## src/rtl/pc_seq.sv

```systemverilog
// pc_seq: program sequencer with IDLE/RUN/DONE start-halt FSM, relative branches and an
// optional return-address stack, enabled by defining PC_SEQ_RAS_EN (CALL acts as BA, RET as PC+1 without it).
package pc_seq_pkg;
  localparam logic [4:0] OP_BA   = 5'h01;
  localparam logic [4:0] OP_BL   = 5'h02;
  localparam logic [4:0] OP_BG   = 5'h03;
  localparam logic [4:0] OP_BE   = 5'h04;
  localparam logic [4:0] OP_CALL = 5'h05;
  localparam logic [4:0] OP_RET  = 5'h06;
  localparam logic [4:0] OP_HALT = 5'h07;
endpackage

module pc_seq
  import pc_seq_pkg::*;
#(
  parameter int          PC_W      = 8,
  parameter int          BAMT_W    = 15,
  parameter int          RAS_DEPTH = 4,
  parameter int unsigned ENTRY0    = 0,
  parameter int unsigned ENTRY1    = 25,
  parameter int unsigned ENTRY2    = 44,
  parameter int unsigned ENTRY3    = 0
) (
  input  logic              clk,
  input  logic              reset,
  input  logic              start,
  input  logic [1:0]        prog_sel,
  input  logic              stall,
  input  logic [4:0]        op,
  input  logic              z,
  input  logic              lt,
  input  logic [BAMT_W-1:0] bamt,
  output logic [PC_W-1:0]   PC,
  output logic              busy,
  output logic              done,
  output logic              ras_ovf,
  output logic              ras_unf
);

  typedef enum logic [1:0] {S_IDLE, S_RUN, S_DONE} state_t;

  state_t          r_state, w_state_nxt;
  logic [PC_W-1:0] r_pc, w_pc_nxt;
  logic [PC_W-1:0] w_off, w_pc_inc, w_pc_br, w_entry;
  logic            w_clr;

  if (BAMT_W < PC_W) begin : g_sext
    assign w_off = {{(PC_W-BAMT_W){bamt[BAMT_W-1]}}, bamt};
  end else begin : g_trunc
    assign w_off = bamt[PC_W-1:0];
    if (BAMT_W > PC_W) begin : g_hi
      logic w_unused_bamt_hi;
      assign w_unused_bamt_hi = ^bamt[BAMT_W-1:PC_W];
    end
  end

  assign w_pc_inc = r_pc + PC_W'(1);
  assign w_pc_br  = r_pc + w_off;

  always_comb begin
    w_entry = PC_W'(ENTRY0);
    case (prog_sel)
      2'd1:    w_entry = PC_W'(ENTRY1);
      2'd2:    w_entry = PC_W'(ENTRY2);
      2'd3:    w_entry = PC_W'(ENTRY3);
      default: w_entry = PC_W'(ENTRY0);
    endcase
  end

`ifdef PC_SEQ_RAS_EN
  localparam int SP_W  = $clog2(RAS_DEPTH + 1);
  localparam int IDX_W = (RAS_DEPTH > 1) ? $clog2(RAS_DEPTH) : 1;

  logic [PC_W-1:0] r_ras [RAS_DEPTH];
  logic [SP_W-1:0] r_sp, w_sp_dec;
  logic            r_ovf, r_unf;
  logic            w_push, w_pop, w_ovf_set, w_unf_set, w_full, w_empty;

  assign w_full   = (r_sp == SP_W'(RAS_DEPTH));
  assign w_empty  = (r_sp == '0);
  assign w_sp_dec = r_sp - SP_W'(1);
`else
  localparam int unused_ras_depth = RAS_DEPTH;
`endif

  always_comb begin
    w_state_nxt = r_state;
    w_pc_nxt    = r_pc;
    w_clr       = 1'b0;
`ifdef PC_SEQ_RAS_EN
    w_push      = 1'b0;
    w_pop       = 1'b0;
    w_ovf_set   = 1'b0;
    w_unf_set   = 1'b0;
`endif
    case (r_state)
      S_IDLE, S_DONE: begin
        if (start) begin
          w_state_nxt = S_RUN;
          w_pc_nxt    = w_entry;
          w_clr       = 1'b1;
        end
      end
      S_RUN: begin
        if (!stall) begin
          case (op)
            OP_BA: w_pc_nxt = w_pc_br;
            OP_BL: w_pc_nxt = lt  ? w_pc_br : w_pc_inc;
            OP_BG: w_pc_nxt = !lt ? w_pc_br : w_pc_inc;
            OP_BE: w_pc_nxt = z   ? w_pc_br : w_pc_inc;
            OP_CALL: begin
              // A full stack loses the return address but the branch is still taken.
              w_pc_nxt = w_pc_br;
`ifdef PC_SEQ_RAS_EN
              if (w_full) w_ovf_set = 1'b1;
              else        w_push    = 1'b1;
`endif
            end
            OP_RET: begin
`ifdef PC_SEQ_RAS_EN
              if (w_empty) begin
                w_unf_set = 1'b1;
                w_pc_nxt  = w_pc_inc;
              end else begin
                w_pop    = 1'b1;
                w_pc_nxt = r_ras[IDX_W'(w_sp_dec)];
              end
`else
              w_pc_nxt = w_pc_inc;
`endif
            end
            OP_HALT: w_state_nxt = S_DONE;
            default: w_pc_nxt = w_pc_inc;
          endcase
        end
      end
      default: w_state_nxt = S_IDLE;
    endcase
  end

  always_ff @(posedge clk) begin
    if (!reset) begin
      r_state <= S_IDLE;
      r_pc    <= '0;
    end else begin
      r_state <= w_state_nxt;
      r_pc    <= w_pc_nxt;
    end
  end

`ifdef PC_SEQ_RAS_EN
  always_ff @(posedge clk) begin
    if (w_push) r_ras[IDX_W'(r_sp)] <= w_pc_inc;
  end

  always_ff @(posedge clk) begin
    if (!reset) begin
      r_sp  <= '0;
      r_ovf <= 1'b0;
      r_unf <= 1'b0;
    end else if (w_clr) begin
      r_sp  <= '0;
      r_ovf <= 1'b0;
      r_unf <= 1'b0;
    end else begin
      if (w_push)    r_sp  <= r_sp + SP_W'(1);
      if (w_pop)     r_sp  <= w_sp_dec;
      if (w_ovf_set) r_ovf <= 1'b1;
      if (w_unf_set) r_unf <= 1'b1;
    end
  end

  assign ras_ovf = r_ovf;
  assign ras_unf = r_unf;
`else
  assign ras_ovf = 1'b0;
  assign ras_unf = 1'b0;
`endif

  assign PC   = r_pc;
  assign busy = (r_state == S_RUN);
  assign done = (r_state == S_DONE);

endmodule

```

## config.mk

```make
export PLATFORM = sky130hd
export DESIGN_NAME = pc_seq
export DESIGN_NICKNAME = d
export VERILOG_FILES = /design/src/rtl/pc_seq.sv
export SDC_FILE = /design/constraint.sdc
export NUM_CORES = 1
export LEC_CHECK = 0
export BUFFER_PORTS_ARGS = -buffer_cell sky130_fd_sc_hd__clkbuf_2
export CAP_MARGIN = 25
export CORE_MARGIN = 5
export CORE_UTILIZATION = 26
export DETAILED_ROUTE_END_ITERATION = 10
export GPL_ROUTABILITY_DRIVEN = 0
export PLACE_DENSITY = 0.46
export SYNTH_ARGS = -nofsm -noshare
export SYNTH_HDL_FRONTEND = slang
export SYNTH_SLANG_ARGS = --single-unit
```

## constraint.sdc

```tcl
create_clock -name clk -period 2.1 [get_ports clk]
set_input_delay 0.315 -clock clk [delete_from_list [all_inputs] [get_ports clk]]
set_output_delay 0.315 -clock clk [all_outputs]
set_load 0.005 [all_outputs]
```

Yosys cells after proc, flatten, opt, wreduce, memory -nomap -nowiden

Index checks and enable logic that the tools add are counted.

Register bits: 10
Logic and storage cells: 36

Add/sub/neg operators: 2
Equality and inequality tests: 14
Multiplexer cells: 12
Reductions and logical operators: 6

Operators by type and width:

| cell                  | number |
|---|---|
| $mux W8               | 5 |
| $pmux W8 S5           | 1 |
| $pmux W8 S2           | 1 |
| $eq A5 B3 Y1 const B  | 3 |
| $pmux W6 S2           | 1 |
| $eq A5 B2 Y1 const B  | 2 |
| $add A8 B1 Y8 const B | 1 |
| $add A8 B8 Y8         | 1 |
| $mux W2               | 3 |
| $ne A2 B2 Y1 const B  | 3 |
| $eq A5 B1 Y1 const B  | 1 |
| $eq A2 B1 Y1 const B  | 2 |
| $eq A2 B2 Y1 const B  | 2 |
| $pmux W2 S2           | 1 |
| $reduce_and A4 Y1     | 1 |
| $reduce_or A2 Y1      | 2 |
| $reduce_and A3 Y1     | 1 |
| $logic_not A2 Y1      | 1 |
| $ne A2 B1 Y1 const B  | 1 |
| $reduce_bool A2 Y1    | 1 |

Depth between registers and ports, before layout

Depth after elaboration: 5
Depth in mapped cells: 8

Worst setup path before layout

OpenSTA, ideal clock, no wires.

Path kind: register to register
Start: reg r_pc[0] (netlist: PC[0])
End: reg r_pc[6] (netlist: PC[6])
Library setup time: 0.119 ns
Arrival: 1.816 ns
Required time: 1.981 ns
Path slack: 0.165 ns
Cell stages (with the launch flop): 9
Buffers on the path: 0
Cell sequence: dfxtp_1 ha_1 fa_1 a211oi_1 o21ai_1 a21oi_1 xor2_1 o221ai_1 nor3b_1

Cells in the longest elaborated chain, start to end: 5
Elaborated cells on any way between the ends: 8
Classes of those cells: add/sub (2); mux (6)

RTL lines:

| element                                        | line          | text |
|---|---|---|
| from (decl)                                    | 43            | `logic [PC_W-1:0] r_pc, w_pc_nxt;` |
| from (signal assigned)                         | 147           | `r_pc <= w_pc_nxt;` |
| $add A8 B1 Y8 or $add A8 B8 Y8 (tied branches) | 57, 58        |  |
| $mux W8 (on tied branches)                     | 110, 108, 109 |  |
| $pmux W8 S5 *                                  | 106           | `case (op)` |
| $mux W8 *                                      | 105           | `if (!stall) begin` |
| $pmux W8 S2 *                                  | 96            | `case (r_state)` |

Mark *: on every way between the ends. The rest lies on a longest branch, timed or not. The select of a mux whose other input is x is not followed.
A chain may end at the register's enable or synchronous reset.

Worst setup path after layout

Same ends and word-level chain as after synthesis.

==> impl_metrics.json <==
{
  "synth-seq-cells": 10,
  "min-delay-start": "stall",
  "drc": 0,
  "synth_edf_count": 0,
  "core_area_um2": 3740,
  "via_per_inst": 4.87,
  "pin_count": 40,
  "start_util_pct": 27.3,
  "tns_ns": 0,
  "n_antenna_cell": 0,
  "num_vias": 1033,
  "min_path_cells": 3,
  "synthAdderAreaFrac_pct": 14.2,
  "power_density_nw_per_um2": 510,
  "die_w_um": 72.7,
  "cts.hold.buffers_added": 0,
  "grt_pass1_vias": 1054,
  "max_stage_delay_ns": 0.36,
  "synth-main-ff-cell": "dfxtp_1",
  "synthCells": 127,
  "worstPathMaxFanout": 2,
  "cts_made_buffers": 3,
  "cp_top_family": "adder cells",
  "cts_tree": "yes",
  "area_growth_pct": 28.0,
  "track_usage_pct": 11.3,
  "worst_slew_pin_slew_ns": 0.692,
  "fillerInstances": 420,
  "holdPathEnd": "r_state[0]",
  "cts-root-buf": "clkbuf_8",
  "cts_max_path_buffers": 2,
  "synth_xor_area_share_pct": 9.41,
  "skew_ns": 0.00688,
  "dieArea_um2": 5290,
  "drv_cap": 0,
  "clk_pin_slew_ns": 0.05,
  "clkSinkCount": 10,
  "reg2reg_slack_ns": 0.17,
  "startpoint_type": "flip-flop",
  "vdd_drop_max_uv": 264,
  "whs_ns": 0.371,
  "async_flop_share_pct": 0,
  "first_iter_violations": 21,
  "period_share_pct": 92.0,
  "reg2reg_depth": 8,
  "rsz0062_at_grt": "false",
  "cp_slowest_cell": "fa_2",
  "io_buffer_count": 30,
  "ys_warn_count": 0,
  "leakagePower_nw": 0.605,
  "crit_arrival_ns": 2.05,
  "yosysTopAreaCellShare_pct": 19.6,
  "syn_avg_cell_area_um2": 8.06,
  "grt_max_degree": 15,
  "setup_viol": 0,
  "worstSetupPathType": "reg2reg",
  "cp_cell_sequence": "ha_1 -> fa_2 -> a211oi_1 -> o21ai_1 -> a21oi_2 -> xor2_1 -> o221ai_1 -> nor3b_1",
  "synth_top_family_by_area": "compound AO/OA/AOI/OAI gates",
  "synth-simple-area-share_pct": 20.7,
  "ant_nets": 0,
  "power.total_mw": 0.668,
  "cp.required_ns": 2.22,
  "drv_slew": 0,
  "yosysTopAreaCell": "dfxtp_1",
  "reg2reg_to": "PC[6]",
  "hold_path.class": "in2reg",
  "slew_headroom_pct": 53.8,
  "ys_top_cells_by_area": "dfxtp_1 20%, ha_1 12%, a21oi_1 7.8%, xnor2_1 5.1%, xor2_1 4.3%",
  "finalHoldViolations": 0,
  "final_layout_size_suffix_gt1_share_pct": 29.3,
  "drt_first_pass_iters": 4,
  "wl_per_cell_um": 13.6,
  "ys_seq_area_share_pct": 19.6,
  "netlist_area_um2": 1020,
  "cp-end-kind": "flip-flop",
  "grt_pass1_wl_um": 4700,
  "die_h_um": 72.7,
  "status": "finished clean",
  "synth_compound_area_share_pct": 26.9,
  "crit_buf_inv": 0,
  "dp.final_hpwl_um": 2330,
  "seqCellArea_um2": 200,
  "clk_latency_ns": 0.24,
  "fmax_mhz": 518,
  "nNetsFinal": 205,
  "r2r-start": "PC[0]",
  "antenna_found_initial": 0,
  "htreeDepth": 1,
  "yosysUniqueCellTypes": 39,
  "gr-total-overflow": 0,
  "row_count": 22,
  "multi_input_area_um2": 772,
  "fin_crit_ns": 1.93,
  "postCtsSetupBuffers": 0,
  "wirelength_um": 2890,
  "muxShareOfSynthArea_pct": 2.93
}
synth_stat cells (2+ instances only):
library cell / number
o211ai_1: 3
o2111ai_1: 2
xnor2_1: 6
xor2_1: 5
a21oi_1: 16
nor3b_1: 3
ha_1: 10
inv_1: 8
nand4_1: 2
nor3_1: 2
nand2_1: 9
buf_4: 3
dfxtp_1: 10
o21ai_0: 7
a211oi_1: 2
nand3_1: 5
nand2b_1: 3
mux2i_1: 3
nor2b_1: 2
nor2_1: 7
cell type report:
cell class / count / area share, %
flip-flops and latches: 10 / 15.3
clock buffers: 3 / 3.15
inverters: 9 / 2.58
repair buffers: 37 / 15.5
multi-input cells: 105 / 58.9
well taps: 48 / 4.58
logic make-up (layout without fill, tap and decap cells):
group / after synthesis / after routing
compound gates: 40 / 40
xor+xnor: 11 / 11
fa+ha+maj: 11 / 11
buf+inv: 13 / 49
flops: 10 / 10
mux: 3 / 3
other cells: 1 / 2
simple gates: 38 / 38
worst max-delay path by stage:
stage	startpoint	to	slack [ns]	cells past startpoint
floorplan	PC[0]	PC[6]	0.17	8
finish	PC[0]	PC[6]	0.17	8
CTS	PC[0]	PC[6]	0.07	8
detailed placement	bamt[0]	PC[6]	-0.02	9
global placement	bamt[0]	PC[6]	-0.03	9
global route	PC[0]	PC[6]	0.05	8
what timing repair did:
item | 4_1_cts | 5_1_grt
resized for setup | 0 | 2
endpoints found under the setup margin | 0 | 1
hold endpoints to repair | 0 | 0
cells in the final DEF, fill, tap and decap left out, types with 3 or more instances in the layout:
master,count
o21ai_0,7
o211ai_1,3
nor2_1,7
nand2b_1,3
nor3b_1,3
clkbuf_2,30
buf_4,7
mux2i_1,3
xnor2_1,6
clkbuf_8,3
xor2_1,5
ha_1,10
nand2_1,9
inv_1,8
a21oi_1,15
dfxtp_1,10
nand3_1,5
through the flow:
step                      setup slack [ns]  cell area, µm²  cells  utilization (%)
after floorplan                      0.165            1030    128                -
after global placement             -0.0283            1260    209             33.7
after detailed placement           -0.0171            1260    209             33.7
after CTS                           0.0722            1300    212             34.8
after global routing                0.0463            1310    212             35.0
final                                0.169            1310    212             35.0
metal layers:
metal / vias up / wire (µm) / share of wire (%) / track usage, %
met3: 6 / 157 / 5.4 / 1.52
li1: 531 / - / - / -
met1: 461 / 1430 / 50 / 15.5
met2: 35 / 1230 / 43 / 17.0
met4: 0 / 67 / 2.3 / 5.74
met5: - / 0 / 0 / 0
worst register-to-register path, stage by stage (launching register included):
cell and delay [ns]:
dfxtp_1 0.31, ha_1 0.23, fa_2 0.36, a211oi_1 0.20, o21ai_1 0.12, a21oi_2 0.14, xor2_1 0.19, o221ai_1 0.12
nor3b_1 0.15
flip-flops by register name (all words and copies together), names as in the netlist:
signal	count
PC	8
r_state	2
power breakdown:
group	switching, mW	internal (mW)
registers	0.0129	0.203
clock network	0.0779	0.126
logic	0.137	0.112
Power figures use the tool's default switching activity.
